$ cat src/rtl/quad_input_filter.sv
// rtl/quad_input_filter.sv - quadrature contact synchroniser, debounce filter and dual-change detector
// Each channel is re-timed, then must hold a new level for FILTER_CYCLES cycles before it is accepted.
module quad_input_filter #(
  parameter int SYNC_STAGES   = 2,
  parameter int FILTER_CYCLES = 4,
  parameter int CNT_W         = 8
) (
  input  logic clk,
  input  logic reset_n,
  input  logic A_raw,
  input  logic B_raw,
  input  logic err_clr,
  output logic A,
  output logic B,
  output logic step,
  output logic err
);

  localparam logic [CNT_W-1:0] LAST = CNT_W'(FILTER_CYCLES - 1);
  localparam logic [CNT_W-1:0] ONE  = CNT_W'(1);

  logic [SYNC_STAGES-1:0] sync_a;
  logic [SYNC_STAGES-1:0] sync_b;
  logic [CNT_W-1:0]       cnt_a;
  logic [CNT_W-1:0]       cnt_b;
  logic                   sA;
  logic                   sB;
  logic                   qual_a;
  logic                   qual_b;

  assign sA = sync_a[SYNC_STAGES-1];
  assign sB = sync_b[SYNC_STAGES-1];

  // A channel qualifies on the last cycle of an uninterrupted run of the new level.
  assign qual_a = (sA != A) && (cnt_a == LAST);
  assign qual_b = (sB != B) && (cnt_b == LAST);

  always_ff @(posedge clk) begin
    if (!reset_n) begin
      sync_a <= '0;
      sync_b <= '0;
      cnt_a  <= '0;
      cnt_b  <= '0;
      A      <= 1'b0;
      B      <= 1'b0;
      step   <= 1'b0;
      err    <= 1'b0;
    end else begin
      sync_a <= {sync_a[SYNC_STAGES-2:0], A_raw};
      sync_b <= {sync_b[SYNC_STAGES-2:0], B_raw};

      if (sA == A) begin
        cnt_a <= '0;
      end else if (qual_a) begin
        cnt_a <= '0;
        A     <= sA;
      end else begin
        cnt_a <= cnt_a + ONE;
      end

      if (sB == B) begin
        cnt_b <= '0;
      end else if (qual_b) begin
        cnt_b <= '0;
        B     <= sB;
      end else begin
        cnt_b <= cnt_b + ONE;
      end

      step <= qual_a ^ qual_b;

      // Setting takes priority over a simultaneous clear so no dual change is ever lost.
      if (qual_a && qual_b) begin
        err <= 1'b1;
      end else if (err_clr) begin
        err <= 1'b0;
      end
    end
  end

endmodule

$ cat config.mk
export PLATFORM = sky130hd
export DESIGN_NAME = quad_input_filter
export DESIGN_NICKNAME = d
export VERILOG_FILES = /design/src/rtl/quad_input_filter.sv
export SDC_FILE = /design/constraint.sdc
export NUM_CORES = 1
export LEC_CHECK = 0
export ABC_CLOCK_PERIOD_IN_PS = 2500
export BUFFER_PORTS_ARGS = -buffer_cell sky130_fd_sc_hd__buf_2
export CAP_MARGIN = 40
export CORE_MARGIN = 2
export CORE_UTILIZATION = 45
export CTS_CLUSTER_DIAMETER = 100
export DETAILED_ROUTE_END_ITERATION = 10
export SLEW_MARGIN = 20
export SYNTH_ARGS = -nofsm -noshare
export SYNTH_HDL_FRONTEND = slang
export SYNTH_SLANG_ARGS = --single-unit
export TNS_END_PERCENT = 5
$ cat constraint.sdc
create_clock -name clk -period 2.5 [get_ports clk]
set_input_delay 0.5 -clock clk [delete_from_list [all_inputs] [get_ports clk]]
set_output_delay 0.5 -clock clk [all_outputs]
set_load 0.03 [all_outputs]
Yosys cells after proc, flatten, opt, wreduce, memory -nomap -nowiden

Index checks and enable logic that the tools add are counted.

$add $sub $neg: 2
Multipliers: 0
Div/mod/pow operators: 0
Order comparisons: 0
Equality and inequality tests: 6
Shifts and indexed selects: 0
Muxes and demuxes: 2
Bitwise gates (word level): 4
Reductions and logical operators: 8

Operators by type and width:

| cell                                          | number |
|---|---|
| adder 8 x 1 -> 8 bit, second input constant   | 2 |
| == test 8 x 2 -> 1 bit, second input constant | 2 |
| OR reduction 3 bit                            | 2 |
| AND reduction 2 bit                           | 2 |
| logical AND 1 bit                             | 3 |
| inverter 1 bit                                | 3 |
| == test 1 bit                                 | 2 |
| two-way mux 1 bit                             | 2 |
| != test 1 bit                                 | 2 |
| nonzero test 2 bit                            | 1 |
| bitwise XOR 1 bit                             | 1 |

Register bits after elaboration: 24
Bits in latches: 0
Memory bits (writable): 0
Memory bits (read-only): 0
Bits of input ports: 5
Output and inout port bits: 4
Word-level logic and storage cells: 30
Memories: 0

Depth between registers and ports, before layout

Depth in word-level cells: 4
Depth in mapped cells: 6
Gate-level depth less buffers: 6

Worst setup path before layout

OpenSTA, ideal clock, no wires.

Path kind: reg2reg
Start: reg cnt_a[0]
End: reg step
Setup time: 115 ps
Arrival time: 1614 ps
Data required time: 2385 ps
Slack: 771 ps
Cell stages (with the launch flop): 6
Buffers on the path: 0
Period minus slack after synthesis: 1729 ps
Cell sequence: dfxtp_1 > ha_1 > or4b_4 > nor3b_1 > ha_1 > and2_1

Cells in the longest elaborated chain, start to end: 3

Ends and longest elaborated chain:

| item                   | RTL line | text |
|---|---|---|
| from (decl)            | 24       | `logic [CNT_W-1:0] cnt_a;` |
| from (signal assigned) | 58       | `cnt_a <= cnt_a + ONE;` |
| == test 8 x 2 -> 1 bit | 35       | `assign qual_a = (sA != A) && (cnt_a == LAST);` |
| logical AND 1 bit      | 35       |  |
| bitwise XOR 1 bit      | 70       | `step <= qual_a ^ qual_b;` |
| to (signal assigned)   | 70       |  |
| to (decl)              | 15       | `output logic step,` |

Every way passes these cells.
A chain may end at the register's enable or synchronous reset.

Worst setup path after layout

Start: reg cnt_b[0]
End: reg step

Cells in the longest elaborated chain, start to end: 3

Ends and longest elaborated chain:

| item                   | RTL line | text |
|---|---|---|
| from (decl)            | 25       | `logic [CNT_W-1:0] cnt_b;` |
| from (signal assigned) | 67       | `cnt_b <= cnt_b + ONE;` |
| == test 8 x 2 -> 1 bit | 36       | `assign qual_b = (sB != B) && (cnt_b == LAST);` |
| logical AND 1 bit      | 36       |  |
| bitwise XOR 1 bit      | 70       |  |

Every way passes these cells.

==> flow_metrics.py <==
metrics = {
    "min_path": {
        "whs_path_depth": 2,
        "hold_path_class": "in2reg",
        "worstHoldStart": "A_raw",
        "whs_endpoint": "sync_a[0]",
    },
    "logic_synthesis": {
        "ys_ff_latch": 24,
        "yosysUniqueCellTypes": 23,
        "yosysWarningCount": 0,
        "yosysTopAreaCell": "dfxtp_1",
        "ys_seq_area_frac": 0.496,
        "syn_nets": 113,
        "yosys.area.top_type_share": 0.496,
        "synthTopCellsByArea": "dfxtp_1, xor2_1, or3_1",
        "synth.avg_cell_area_um2": 9.22,
        "syn_area_um2": 968,
        "syn_inst": 105,
    },
    "cells_and_area": {
        "final_nets": 125,
        "drive_gt1_frac": 0.138,
        "fin_area_mm2": 0.00107,
        "post-route-util": 0.537,
        "fill_cells": 206,
        "diodes": 0,
        "areaGrowthSynthToFinish_pct": 11.0,
    },
    "grt": {
        "top_usage_layer": "met2",
        "grtUsageMet1": 0.157,
        "grt_use_total": 0.138,
        "grt_max_degree": 14,
        "gr-usage-met3": 0.0268,
        "first_global_vias": 684,
        "grt_first_pass_wirelength_mm": 2.70,
        "met2_usage": 0.246,
        "grt_remaining_overflow": 0,
        "grt_antenna_before_repair": 0,
    },
    "timing": {
        "rsz0062_at_grt": "no",
        "final.setup.worst_slack_ns": 0.659,
        "fin_skew_ns": 0.00283,
        "final.min_clock_period_ns": 1.84,
        "setup_viol": 0,
        "finalCritPeriodShare": 0.737,
        "hold_viol_final": 0,
        "setup_tns_ns": 0,
        "clock.fmax_mhz": 543,
        "slew_violations": 0,
        "relSlewSlack": 0.704,
        "tightest_slew_ns": 0.443,
    },
    "route": {
        "drt_iter0_drc": 10,
        "via_per_inst": 5.22,
        "vias": 747,
        "ant_nets": 0,
        "first_pass_iters": 2,
        "remaining_drc_errors": 0,
        "wire_per_inst_um": 10.6,
        "routed_wl_mm": 1.51,
    },
    "placement": {
        "post-place-ws_ns": 0.690,
        "io_buffers": 8,
        "place_congestion": 0.708,
        "dpl-instance-area_mm2": 0.00104,
        "post-dp-hpwl_mm": 1.14,
    },
    "floorplan": {
        "core-area_mm2": 0.00200,
        "die_area_mm2": 0.00254,
        "die_x_um": 50.4,
        "ios": 9,
        "num_rows": 16,
        "initial_utilization": 0.484,
        "dieHeight_um": 50.4,
    },
    "cts": {
        "cts_resized": 0,
        "cts_tree": "yes",
        "clock_path_buffers": 2,
        "cts_max_level": 1,
        "numCtsBuffers": 3,
        "clock_latency_ns": 0.30,
        "cts.sinks": 24,
        "holdBufCountCts": 0,
        "post_cts_buffers": 0,
        "clk_pin_slew_ns": 0.12,
        "cts-root-buf": "clkbuf_4",
    },
    "setup_path": {
        "crit_chain": "ha_1 -> or3b_2 -> nor3b_1 -> ha_1 -> and2_1",
        "crit_family": "simple AND/OR/NAND/NOR gates",
        "path_max_fanout": 5,
        "cp.depth": 5,
        "cp_num_buf_inv": 0,
        "reg2regPathDepth": 5,
        "worstSetupPathType": "reg2reg",
        "r2r_slack_ns": 0.66,
        "cp-start-kind": "flip-flop",
        "path_common_cell": "ha_1",
        "slowest_stage": "or3b_2",
        "cp-end-kind": "flip-flop",
        "cp.required_ns": 2.71,
        "max_stage_delay_ns": 0.51,
        "cp_data_arrival_time_ns": 2.05,
        "r2r_start": "cnt_b[0]",
        "timing.rr.end": "step",
    },
    "flow_run": {
        "drv_cap": 0,
    },
    "power": {
        "p_per_area_mw_per_mm2": 555,
        "vdd_drop_max_v": 0.000324,
        "p_leak_nw": 0.398,
        "finalPower_w": 0.000596,
    },
    "outcome": {
        "outcome": "finished, final reports clean",
    },
}
per-stage QoR:
| step | std cells | hold WS, ns |
|---|---|---|
| 6_report | 143 | 0.397 |
| 2_1_floorplan | 105 | 0.412 |
| 5_1_grt | 143 | 0.381 |
| 3_5_place_dp | 139 | 0.423 |
| 4_1_cts | 143 | 0.384 |
| 3_3_place_gp | 139 | 0.414 |
cells in the mapped netlist:
cell type and instances:
nand2_1 6, xor2_1 6, nand3_1 6, or3b_2 1
xnor2_1 1, o211ai_1 2, nand2b_1 1, o31ai_1 1
ha_1 3, or4b_4 1, o311ai_0 1, o211ai_2 1
inv_1 6, or4_4 1, nor3b_1 2, clkbuf_1 1
o21ai_0 7, or3_1 8, a21oi_1 9, nand4_1 2
nor2_1 10, and2_1 5, dfxtp_1 24
layer usage:
layer / vias up / share of wire
met5: - / 0
met4: 0 / 0.0099
met1: 347 / 0.47
met2: 9 / 0.49
met3: 2 / 0.030
li1: 389 / -
sequential cells by signal, summed over array words and instances, names as in the netlist:
signal	count
cnt_b	8
step	1
cnt_a	8
sync_a	2
A	1
err	1
B	1
sync_b	2
cell type report:
class	count	area [um^2]	share of cell area
Clock buffer	4	36.3	0.0338
Timing Repair Buffer	8	40.0	0.0373
Sequential cell	24	480	0.447
Inverter	6	22.5	0.0210
Tap cell	27	33.8	0.0314
Multi-Input combinational cell	74	462	0.430
layout by cell type, fill, tap and decap left out, types with 2 or more instances in the layout:
cell      count
inv_1         6
nand2_1       6
and2_1        5
nand3_1       6
xor2_1        6
dfxtp_1      24
nand4_1       2
o211ai_1      2
nor2_1       10
nor3b_1       2
buf_2         8
or3_1         8
a21oi_1       9
ha_1          3
o21ai_0       7
clkbuf_4      3
cells by family (layout without fill, tap and decap cells):
group / after synthesis / after routing / share of synthesized area
AO/OA/AOI/OAI: 21 / 21 / 0.128
flip-flops: 24 / 24 / 0.496
buffers and inverters: 7 / 18 / 0.0271
AND/OR/NAND/NOR: 43 / 43 / 0.247
XOR/XNOR: 7 / 7 / 0.0633
adder cells (fa/ha/maj): 3 / 3 / 0.0388
worst max path at each step:
stage / start / slack [ns] / endpoint
5_1_grt: cnt_b[0] / 0.57 / step
4_1_cts: cnt_b[0] / 0.66 / step
3_3_place_gp: cnt_b[0] / 0.72 / step
2_1_floorplan: cnt_a[0] / 0.77 / step
3_5_place_dp: cnt_b[0] / 0.69 / step
6_report: cnt_b[0] / 0.66 / step
where the power goes:
group,internal [W],switching (W)
registers,0.000386,0.00000178
logic,0.00000589,0.00000744
clock network,0.0000887,0.000106
(Power assumes the default switching activity.)
